[src/rtl/uart_boot_loader.sv]
// rtl/uart_boot_loader.sv - length-prefixed UART image loader into a stallable word memory
module uart_boot_loader #(
  parameter int                WORD_BYTES = 4,
  parameter int                ADDR_W     = 32,
  parameter logic [ADDR_W-1:0] BASE_ADDR  = '0,
  parameter logic [ADDR_W-1:0] ADDR_STEP  = 1,
  parameter int unsigned       MAX_WORDS  = 65536,
  parameter int                FIFO_DEPTH = 8,
  parameter bit                BIG_ENDIAN = 1'b0,
  parameter logic [7:0]        ACK_BYTE   = 8'hAA,
  parameter logic [7:0]        NAK_BYTE   = 8'h55
) (
  input  logic                    clock_i,
  input  logic                    reset_i,
  input  logic                    rx_ready_i,
  input  logic [7:0]              rx_data_i,
  input  logic                    rx_ferr_i,
  input  logic                    tx_busy_i,
  output logic                    tx_start_o,
  output logic [7:0]              tx_data_o,
  output logic                    mem_en_o,
  output logic                    mem_we_o,
  output logic [ADDR_W-1:0]       mem_addr_o,
  output logic [8*WORD_BYTES-1:0] mem_wd_o,
  input  logic                    mem_stall_i,
  output logic                    program_loaded_o,
  output logic [31:0]             words_written_o,
  output logic                    err_overrun_o,
  output logic                    err_frame_o
);
  localparam int DW = 8 * WORD_BYTES;
  localparam int PW = $clog2(FIFO_DEPTH);
  localparam int BW = (WORD_BYTES > 1) ? $clog2(WORD_BYTES) : 1;

  typedef enum logic [2:0] {S_HDR, S_DATA, S_WRITE, S_ACK, S_NAK, S_DONE} state_t;

  state_t            state_q;
  logic [7:0]        fifo_mem [FIFO_DEPTH];
  logic [PW-1:0]     wr_ptr_q, rd_ptr_q;
  logic [PW:0]       cnt_q;
  logic [1:0]        hdr_cnt_q;
  logic [31:0]       len_q, len_d;
  logic [BW-1:0]     byte_cnt_q;
  logic [DW-1:0]     word_q, word_d;
  logic [ADDR_W-1:0] addr_q, mem_addr_q;
  logic [DW-1:0]     mem_wd_q;
  logic              mem_en_q, tx_start_q, loaded_q, ovr_q, ferr_q;
  logic [7:0]        tx_data_q, head;
  logic [31:0]       words_q, words_d;
  logic              fifo_full, fifo_empty, intake, push, pop, accept;

  always_comb begin
    fifo_full  = (cnt_q == (PW+1)'(FIFO_DEPTH));
    fifo_empty = (cnt_q == '0);
    // A pending memory request blocks popping so the word buffer cannot be overwritten
    pop        = (state_q == S_HDR || state_q == S_DATA) && !fifo_empty && !mem_en_q;
    intake     = rx_ready_i && (state_q != S_DONE);
    push       = intake && !rx_ferr_i && (!fifo_full || pop);
    head       = fifo_mem[rd_ptr_q];
    len_d      = {head, len_q[31:8]};
    word_d     = BIG_ENDIAN ? ((word_q << 8) | DW'(head))
                            : ((word_q >> 8) | (DW'(head) << (DW - 8)));
    accept     = mem_en_q && !mem_stall_i;
    words_d    = words_q + 32'd1;
  end

  always_ff @(posedge clock_i) begin
    if (push) fifo_mem[wr_ptr_q] <= rx_data_i;
  end

  always_ff @(posedge clock_i or posedge reset_i) begin
    if (reset_i) begin
      state_q    <= S_HDR;
      wr_ptr_q   <= '0;
      rd_ptr_q   <= '0;
      cnt_q      <= '0;
      hdr_cnt_q  <= '0;
      len_q      <= '0;
      byte_cnt_q <= '0;
      word_q     <= '0;
      addr_q     <= BASE_ADDR;
      mem_addr_q <= '0;
      mem_wd_q   <= '0;
      mem_en_q   <= 1'b0;
      tx_start_q <= 1'b0;
      tx_data_q  <= '0;
      loaded_q   <= 1'b0;
      words_q    <= '0;
      ovr_q      <= 1'b0;
      ferr_q     <= 1'b0;
    end else begin
      tx_start_q <= 1'b0;
      if (intake && rx_ferr_i) ferr_q <= 1'b1;
      if (intake && !rx_ferr_i && !push) ovr_q <= 1'b1;
      if (push) wr_ptr_q <= wr_ptr_q + PW'(1);
      if (pop)  rd_ptr_q <= rd_ptr_q + PW'(1);
      if (push && !pop)      cnt_q <= cnt_q + (PW+1)'(1);
      else if (!push && pop) cnt_q <= cnt_q - (PW+1)'(1);

      case (state_q)
        S_HDR: if (pop) begin
          len_q     <= len_d;
          hdr_cnt_q <= hdr_cnt_q + 2'd1;
          if (hdr_cnt_q == 2'd3) begin
            if ({1'b0, len_d} > 33'(MAX_WORDS)) state_q <= S_NAK;
            else if (len_d == '0)               state_q <= S_ACK;
            else                                state_q <= S_DATA;
          end
        end
        S_DATA: if (pop) begin
          word_q <= word_d;
          if (byte_cnt_q == BW'(WORD_BYTES - 1)) begin
            byte_cnt_q <= '0;
            mem_wd_q   <= word_d;
            mem_addr_q <= addr_q;
            mem_en_q   <= 1'b1;
            state_q    <= S_WRITE;
          end else begin
            byte_cnt_q <= byte_cnt_q + BW'(1);
          end
        end
        S_WRITE: if (accept) begin
          mem_en_q <= 1'b0;
          words_q  <= words_d;
          addr_q   <= addr_q + ADDR_STEP;
          state_q  <= (words_d == len_q) ? S_ACK : S_DATA;
        end
        S_ACK: if (!tx_busy_i) begin
          tx_start_q <= 1'b1;
          tx_data_q  <= ACK_BYTE;
          state_q    <= S_DONE;
        end
        S_NAK: if (!tx_busy_i) begin
          tx_start_q <= 1'b1;
          tx_data_q  <= NAK_BYTE;
          state_q    <= S_HDR;
          // Rejected header: anything already queued belongs to the bad attempt
          wr_ptr_q   <= '0;
          rd_ptr_q   <= '0;
          cnt_q      <= '0;
        end
        S_DONE: loaded_q <= 1'b1;
        default: state_q <= S_HDR;
      endcase
    end
  end

  assign tx_start_o       = tx_start_q;
  assign tx_data_o        = tx_data_q;
  assign mem_en_o         = mem_en_q;
  assign mem_we_o         = mem_en_q;
  assign mem_addr_o       = mem_addr_q;
  assign mem_wd_o         = mem_wd_q;
  assign program_loaded_o = loaded_q;
  assign words_written_o  = words_q;
  assign err_overrun_o    = ovr_q;
  assign err_frame_o      = ferr_q;
endmodule

[config.mk]
export PLATFORM = sky130hd
export DESIGN_NAME = uart_boot_loader
export DESIGN_NICKNAME = d
export VERILOG_FILES = /design/src/rtl/uart_boot_loader.sv
export SDC_FILE = /design/constraint.sdc
export NUM_CORES = 1
export LEC_CHECK = 0
export CAP_MARGIN = 20
export CORE_UTILIZATION = 55
export DETAILED_ROUTE_END_ITERATION = 7
export GPL_TIMING_DRIVEN = 0
export PLACE_DENSITY = 0.81
export REMOVE_ABC_BUFFERS = 1
export SLEW_MARGIN = 10
export SYNTH_ARGS = -nofsm -noshare
export SYNTH_HDL_FRONTEND = slang
export SYNTH_SLANG_ARGS = --single-unit
[constraint.sdc]
create_clock -name clock_i -period 13.39 [get_ports clock_i]
set_input_delay 3.3475 -clock clock_i [delete_from_list [all_inputs] [get_ports clock_i]]
set_output_delay 3.3475 -clock clock_i [all_outputs]
set_load 0.01 [all_outputs]
## Word level (Yosys, flattened, before mapping)

Memories as Yosys holds them, arrays and structs flattened.
Cells that the tools add are included.

| storage, ports and cells | value |
|---|---|
| flip-flop bits (word level) | 222 |
| RAM bits | 64 |
| word-level logic and storage cells | 112 |
| memories | 1 |

| operators by class | value |
|---|---|
| add/sub/neg operators | 8 |
| $lt $le $gt $ge | 1 |
| equality and inequality tests | 17 |
| muxes and demuxes | 33 |
| bitwise gates (word level) | 2 |
| reductions and logical operators | 32 |

Memory list:

| memory | words | width | rd ports | clocked after memory_dff | wr ports | line | source |
|---|---|---|---|---|---|---|---|
| fifo_mem | 8 | 8 | 1 | 0 | 1 | 38 | `logic [7:0] fifo_mem [FIFO_DEPTH];` |

Operators by type and width:

| operator | count |
|---|---|
| $add 32x1->32 const B | 2 |
| $mux 3 | 14 |
| $eq 32x32->1 | 1 |
| $gt 32x17->1 const B | 1 |
| $logic_not 32->1 | 1 |
| $or 24x32->32 | 1 |
| $pmux 3 s6 | 1 |
| $mux 4 | 4 |
| $mux 8 | 2 |
| $pmux 8 s2 | 1 |
| $logic_and 1x1->1 | 10 |
| $ne 2x2->1 const B | 5 |
| $reduce_and 8->1 | 1 |
| $logic_not 1->1 | 7 |
| $mux 1 | 7 |
| $add 3x1->3 const B | 2 |
| $eq 3x2->1 const B | 2 |
| $eq 3x3->1 const B | 2 |
| $mux 2 | 3 |
| $reduce_and 2->1 | 3 |
| $reduce_and 3->1 | 2 |
| $add 2x1->2 const B | 2 |
| $add 4x1->4 const B | 1 |
| $eq 2x2->1 const B | 2 |
| 13 further kinds | 16 |

## Logic depth before layout (Yosys ltp)

| depth | value |
|---|---|
| depth after elaboration | 12 |
| mapped depth | 10 |

## Worst setup path after synthesis

OpenSTA, ideal clock, no wires.

| timing | value |
|---|---|
| kind | input -> register |
| start point | in mem_stall_i |
| end point | reg addr_q[29] |
| setup time | 0.123 ns |
| data arrival time | 5.046 ns |
| required time | 13.267 ns |
| path slack | 8.221 ns |
| stages on the path | 8 |
| buffers on the path | 1 |
| cells stage by stage | nor2b_1 and2_1 buf_2 nand4_1 nor4_1 and2_1 nand3_1 xnor2_1 |

| between the ends | value |
|---|---|
| word-level cells in the longest chain between the ends | 3 |

RTL lines:

| element | line | source |
|---|---|---|
| start, declared | 25 | `input logic mem_stall_i,` |
| $logic_not 1->1 | 63 | `accept = mem_en_q && !mem_stall_i;` |
| $logic_and 1x1->1 | 63 |  |
| $reduce_and 2->1 (no line) | - |  |
| end signal, assigned | 125 | `addr_q <= addr_q + ADDR_STEP;` |
| end, declared | 45 | `logic [ADDR_W-1:0] addr_q, mem_addr_q;` |

Every way passes these cells.
A chain may end at the register's enable or synchronous reset.

## Final worst setup path

| timing | value |
|---|---|
| start point | in mem_stall_i |
| end point | reg addr_q[31] |

Same word-level chain as after synthesis.

==> qor.tcl <==
set qor(postLayoutSetupSlackWorst_ps) 7280
set qor(core_region_area_um2) 21200
set qor(drt.antenna.violating_nets) 0
set qor(cts.repair_timing.setup_buffer_count) 0
set qor(tritoncts) {built}
set qor(fin_tns_setup_ps) 0
set qor(fin_crit_sh_pct) 45.6
set qor(crit_path_end_kind) {flip-flop}
set qor(route.final.wire_length_um) 24400
set qor(floorplan.die_area_um2) 22400
set qor(wl_per_cell_um) 18.2
set qor(yosys_register_bits) 272
set qor(num_antenna_cells) 0
set qor(fraction_of_layout_instances_using_a_drive_strength_above_1_pct) 16.7
set qor(remaining_drc_errors) 0
set qor(synth-async-reset-ratio_pct) 76.5
set qor(crit-reg2reg-launch) {state_q[0]}
set qor(vias_per_cell) 5.69
set qor(syn2layout_area_growth_pct) 20.4
set qor(first_global_vias) 7518
set qor(period_needed_ps) 6110
set qor(timing_worst_slew_pin_value_ps) 994
set qor(switching_share_pct) 21.8
set qor(cts_repair_resize_count) 0
set qor(power.internal_uw) 1400
set qor(placement.setup.worst_slack_ps) 6810
set qor(power.ir.vdd_worst_mv) 0.126
set qor(finalPower_uw) 1790
set qor(clkTransAtPathRegs_ps) 60
set qor(row_count) 53
set qor(syn_area_um2) 12000
set qor(yosysSeqAreaShare_pct) 59.5
set qor(grt_pass1_wl_um) 39900
set qor(number_of_setup_violations_in_the_final_report) 0
set qor(timing.setup.critical_path_class) {in2reg}
set qor(drt-initial-drc-count) 469
set qor(die_width_um) 150
set qor(grt_overflow) 0
set qor(cp.arrival_ps) 6530
set qor(hold_viol) 0
set qor(postCtsHoldBufs) 0
set qor(grt_use_total_pct) 22.8
set qor(worst_hold_slack_ps) 465
set qor(final_max_slew_viol_count) 0
set qor(cap_viol_max_count) 0
set qor(cts_root_buf) {sky130_fd_sc_hd__clkbuf_16}
set qor(run_status) {complete, no violations}
set qor(gpl.final_weighted_congestion) 0.869
set qor(hold_path_class) {reg2reg}
set qor(leakage_uw) 0.00634
set qor(number_of_enable_type_register_cells_in_the_synthesized_netlist) 64
set qor(tritoncts_buffer_count) 28
set qor(combinationalPowerShare_pct) 5.3
set qor(cp-start-kind) {input pin}
set qor(worst_clock_skew_ps) 18.3
set qor(tritoncts_num_sinks) 272
set qor(ioPinCount) 124
set qor(htree_levels) 1
set qor(syn_area_per_cell_um2) 12.8
set qor(dr_total_vias) 7654
set qor(detailedRoute.firstPassIterationCount) 5
set qor(switchingPower_uw) 390
set qor(initial_utilization_pct) 56.5
set qor(postSynthCellCount) 939
set qor(power_density_nw_per_um2) 124
set qor(nets) 1070
set qor(finish.utilization_pct) 68.0
set qor(portBuffers) 123
set qor(insertion_delay_ps) 540
set qor(cts_max_path_buffers) 3
set qor(synth.distinct_cells) 60
set qor(grt_antenna_before_repair) 0
set qor(cp_max_fo) 17
set qor(timing.critical_path.from) {mem_stall_i}
set qor(grt_start_max_net_pins) 122
set qor(synth-warning-count) 0
set qor(fmax_mhz) 164
set qor(critical_path_required_ps) 13810
set qor(clock_power_share_pct) 44.5
set qor(dominantRegCellSynth) {sky130_fd_sc_hd__dfrtp_1}
set qor(detailed_place_hpwl_um) 16500
set qor(share_seq_of_total_power_pct) 50.3
set qor(rsz0062_at_grt) {no}
set qor(max-slew-margin-rel_pct) 33.6
set qor(fp.dieH_um) 150
set qor(timing.hold.worst.start) {program_loaded_o}
## path summary, 6_finish.rpt
| kind | to | slack, ps | cells past startpoint |
|---|---|---|---|
| max in group asynchronous | err_frame_o | 9080 | 3 |
| min in group asynchronous | mem_addr_o[16] | 3280 | 2 |
| setup / recovery | addr_q[31] | 7280 | 8 |
| hold reg to reg | program_loaded_o | 470 | 1 |
| hold / removal | program_loaded_o | 470 | 1 |
| setup reg to reg | addr_q[31] | 9890 | 7 |
## critical path, cell delays in order
cell,delay [ps]
sky130_fd_sc_hd__clkdlybuf4s50_1,390
sky130_fd_sc_hd__nor2b_1,230
sky130_fd_sc_hd__and2_1,670
sky130_fd_sc_hd__nand4_1,420
sky130_fd_sc_hd__nor4_1,880
sky130_fd_sc_hd__and2_1,300
sky130_fd_sc_hd__nand3_1,120
sky130_fd_sc_hd__xnor2_1,150
## cell usage after synthesis, types with 2 or more instances
cell type / n / area [µm²]
sky130_fd_sc_hd__dfrtp_1: 208 / 5200
sky130_fd_sc_hd__mux2_2: 98 / 1100
sky130_fd_sc_hd__nand2_1: 76 / 285
sky130_fd_sc_hd__xnor2_1: 71 / 622
sky130_fd_sc_hd__edfxtp_1: 64 / 1920
sky130_fd_sc_hd__nor2_1: 62 / 233
sky130_fd_sc_hd__xor2_1: 45 / 394
sky130_fd_sc_hd__nand3_1: 32 / 160
sky130_fd_sc_hd__o21ai_0: 29 / 145
sky130_fd_sc_hd__clkbuf_1: 26 / 97.6
sky130_fd_sc_hd__nor3_1: 21 / 105
sky130_fd_sc_hd__a21oi_1: 19 / 95.1
sky130_fd_sc_hd__mux4_2: 16 / 360
sky130_fd_sc_hd__and3_1: 15 / 93.8
sky130_fd_sc_hd__nand4_1: 15 / 93.8
sky130_fd_sc_hd__nor4_1: 15 / 93.8
sky130_fd_sc_hd__nand2b_1: 12 / 75.1
sky130_fd_sc_hd__buf_1: 10 / 37.5
sky130_fd_sc_hd__inv_1: 10 / 37.5
sky130_fd_sc_hd__mux2i_1: 10 / 100
sky130_fd_sc_hd__ha_1: 8 / 100
sky130_fd_sc_hd__buf_4: 7 / 52.6
sky130_fd_sc_hd__and2_1: 6 / 37.5
sky130_fd_sc_hd__buf_2: 6 / 30.0
sky130_fd_sc_hd__or4_1: 6 / 45.0
sky130_fd_sc_hd__or3_1: 4 / 25.0
sky130_fd_sc_hd__a211oi_1: 3 / 22.5
sky130_fd_sc_hd__and4_1: 3 / 26.3
sky130_fd_sc_hd__nor2b_1: 3 / 18.8
sky130_fd_sc_hd__nor3b_1: 3 / 22.5
sky130_fd_sc_hd__a31oi_1: 2 / 12.5
sky130_fd_sc_hd__a32oi_1: 2 / 17.5
sky130_fd_sc_hd__nand3b_1: 2 / 15.0
sky130_fd_sc_hd__nor4bb_1: 2 / 20.0
sky130_fd_sc_hd__o2111ai_1: 2 / 17.5
sky130_fd_sc_hd__o211ai_1: 2 / 15.0
## placed cells by master (no fill, tap or decap), drive strengths merged, types with 2 or more instances in the layout
| master | synthesis | layout |
|---|---|---|
| nor4 | 16 | 16 |
| dfrtp | 208 | 208 |
| o211ai | 2 | 2 |
| nand2 | 76 | 76 |
| mux2 | 98 | 98 |
| o21ai | 30 | 30 |
| ha | 8 | 8 |
| or4 | 7 | 7 |
| nor3 | 22 | 22 |
| clkbuf | 26 | 36 |
| nor2 | 63 | 63 |
| xnor2 | 71 | 71 |
| or3 | 4 | 4 |
| and2 | 6 | 6 |
| mux4 | 16 | 16 |
| and3 | 15 | 15 |
| clkdlybuf4s50 | 0 | 123 |
| clkinv | 0 | 6 |
| edfxtp | 64 | 64 |
| clkinvlp | 0 | 5 |
| nor2b | 3 | 3 |
| inv | 10 | 10 |
| buf | 24 | 6 |
| nand4 | 17 | 17 |
| o2111ai | 2 | 2 |
| nor3b | 3 | 3 |
| mux2i | 10 | 10 |
| a21oi | 19 | 19 |
| and4 | 3 | 3 |
| a32oi | 2 | 2 |
| a31oi | 2 | 2 |
| nand3 | 32 | 32 |
| nand3b | 2 | 2 |
| nand2b | 12 | 12 |
| a211oi | 3 | 3 |
| nor4bb | 2 | 2 |
| xor2 | 45 | 45 |
| bufinv | 0 | 4 |
## through the flow
stage / instances / cell area [µm²]
after floorplan: 889 / 11800
after global placement: 1287 / 13300
after detailed placement: 1292 / 13400
after CTS: 1343 / 14400
after global routing: 1344 / 14400
final: 1344 / 14400
## cell families (layout without fill, tap and decap cells)
logic type               after synthesis  after routing  share of synthesized area, %
AO/OA/AOI/OAI                         72             72                          3.69
XOR/XNOR                             116            116                          8.48
adder cells (fa/ha/maj)                8              8                         0.835
buffers and inverters                 60            190                          2.22
flip-flops                           272            272                          59.5
multiplexers                         124            124                          13.1
AND/OR/NAND/NOR                      287            287                          12.3
## layer usage
layer	share of wire [%]	track usage [%]
met1	44	32.0
met2	49	38.0
met3	5.4	3.32
met4	1.7	4.44
met5	0	0
## state kept, by name, summed over array words and instances (netlist names), 4 cells and up
signal	count
len_q	32
mem_addr_o	32
addr_q	32
word_q	24
words_written_o	32
cnt_q	4
fifo_mem	64
mem_wd_o	32
## final cells by class
cell class,instances,area [µm²]
Clock buffer,36,772
Clock inverter,15,184
Fill cell,1510,6790
Inverter,10,45.0
Multi-Input combinational cell,607,4610
Sequential cell,272,7130
Tap cell,275,344
Timing Repair Buffer,129,1350
## power by group through the flow
stage | Clock [µW] | Sequential [µW] | Combinational [µW]
finish | 796 | 900 | 94.6
global route | 844 | 903 | 107
CTS | 812 | 900 | 94.5
detailed placement | 0 | 916 | 94.1
global placement | 0 | 914 | 88.6
floorplan | 0 | 911 | 61.2
No activity file was read; power rests on OpenSTA's default activity.
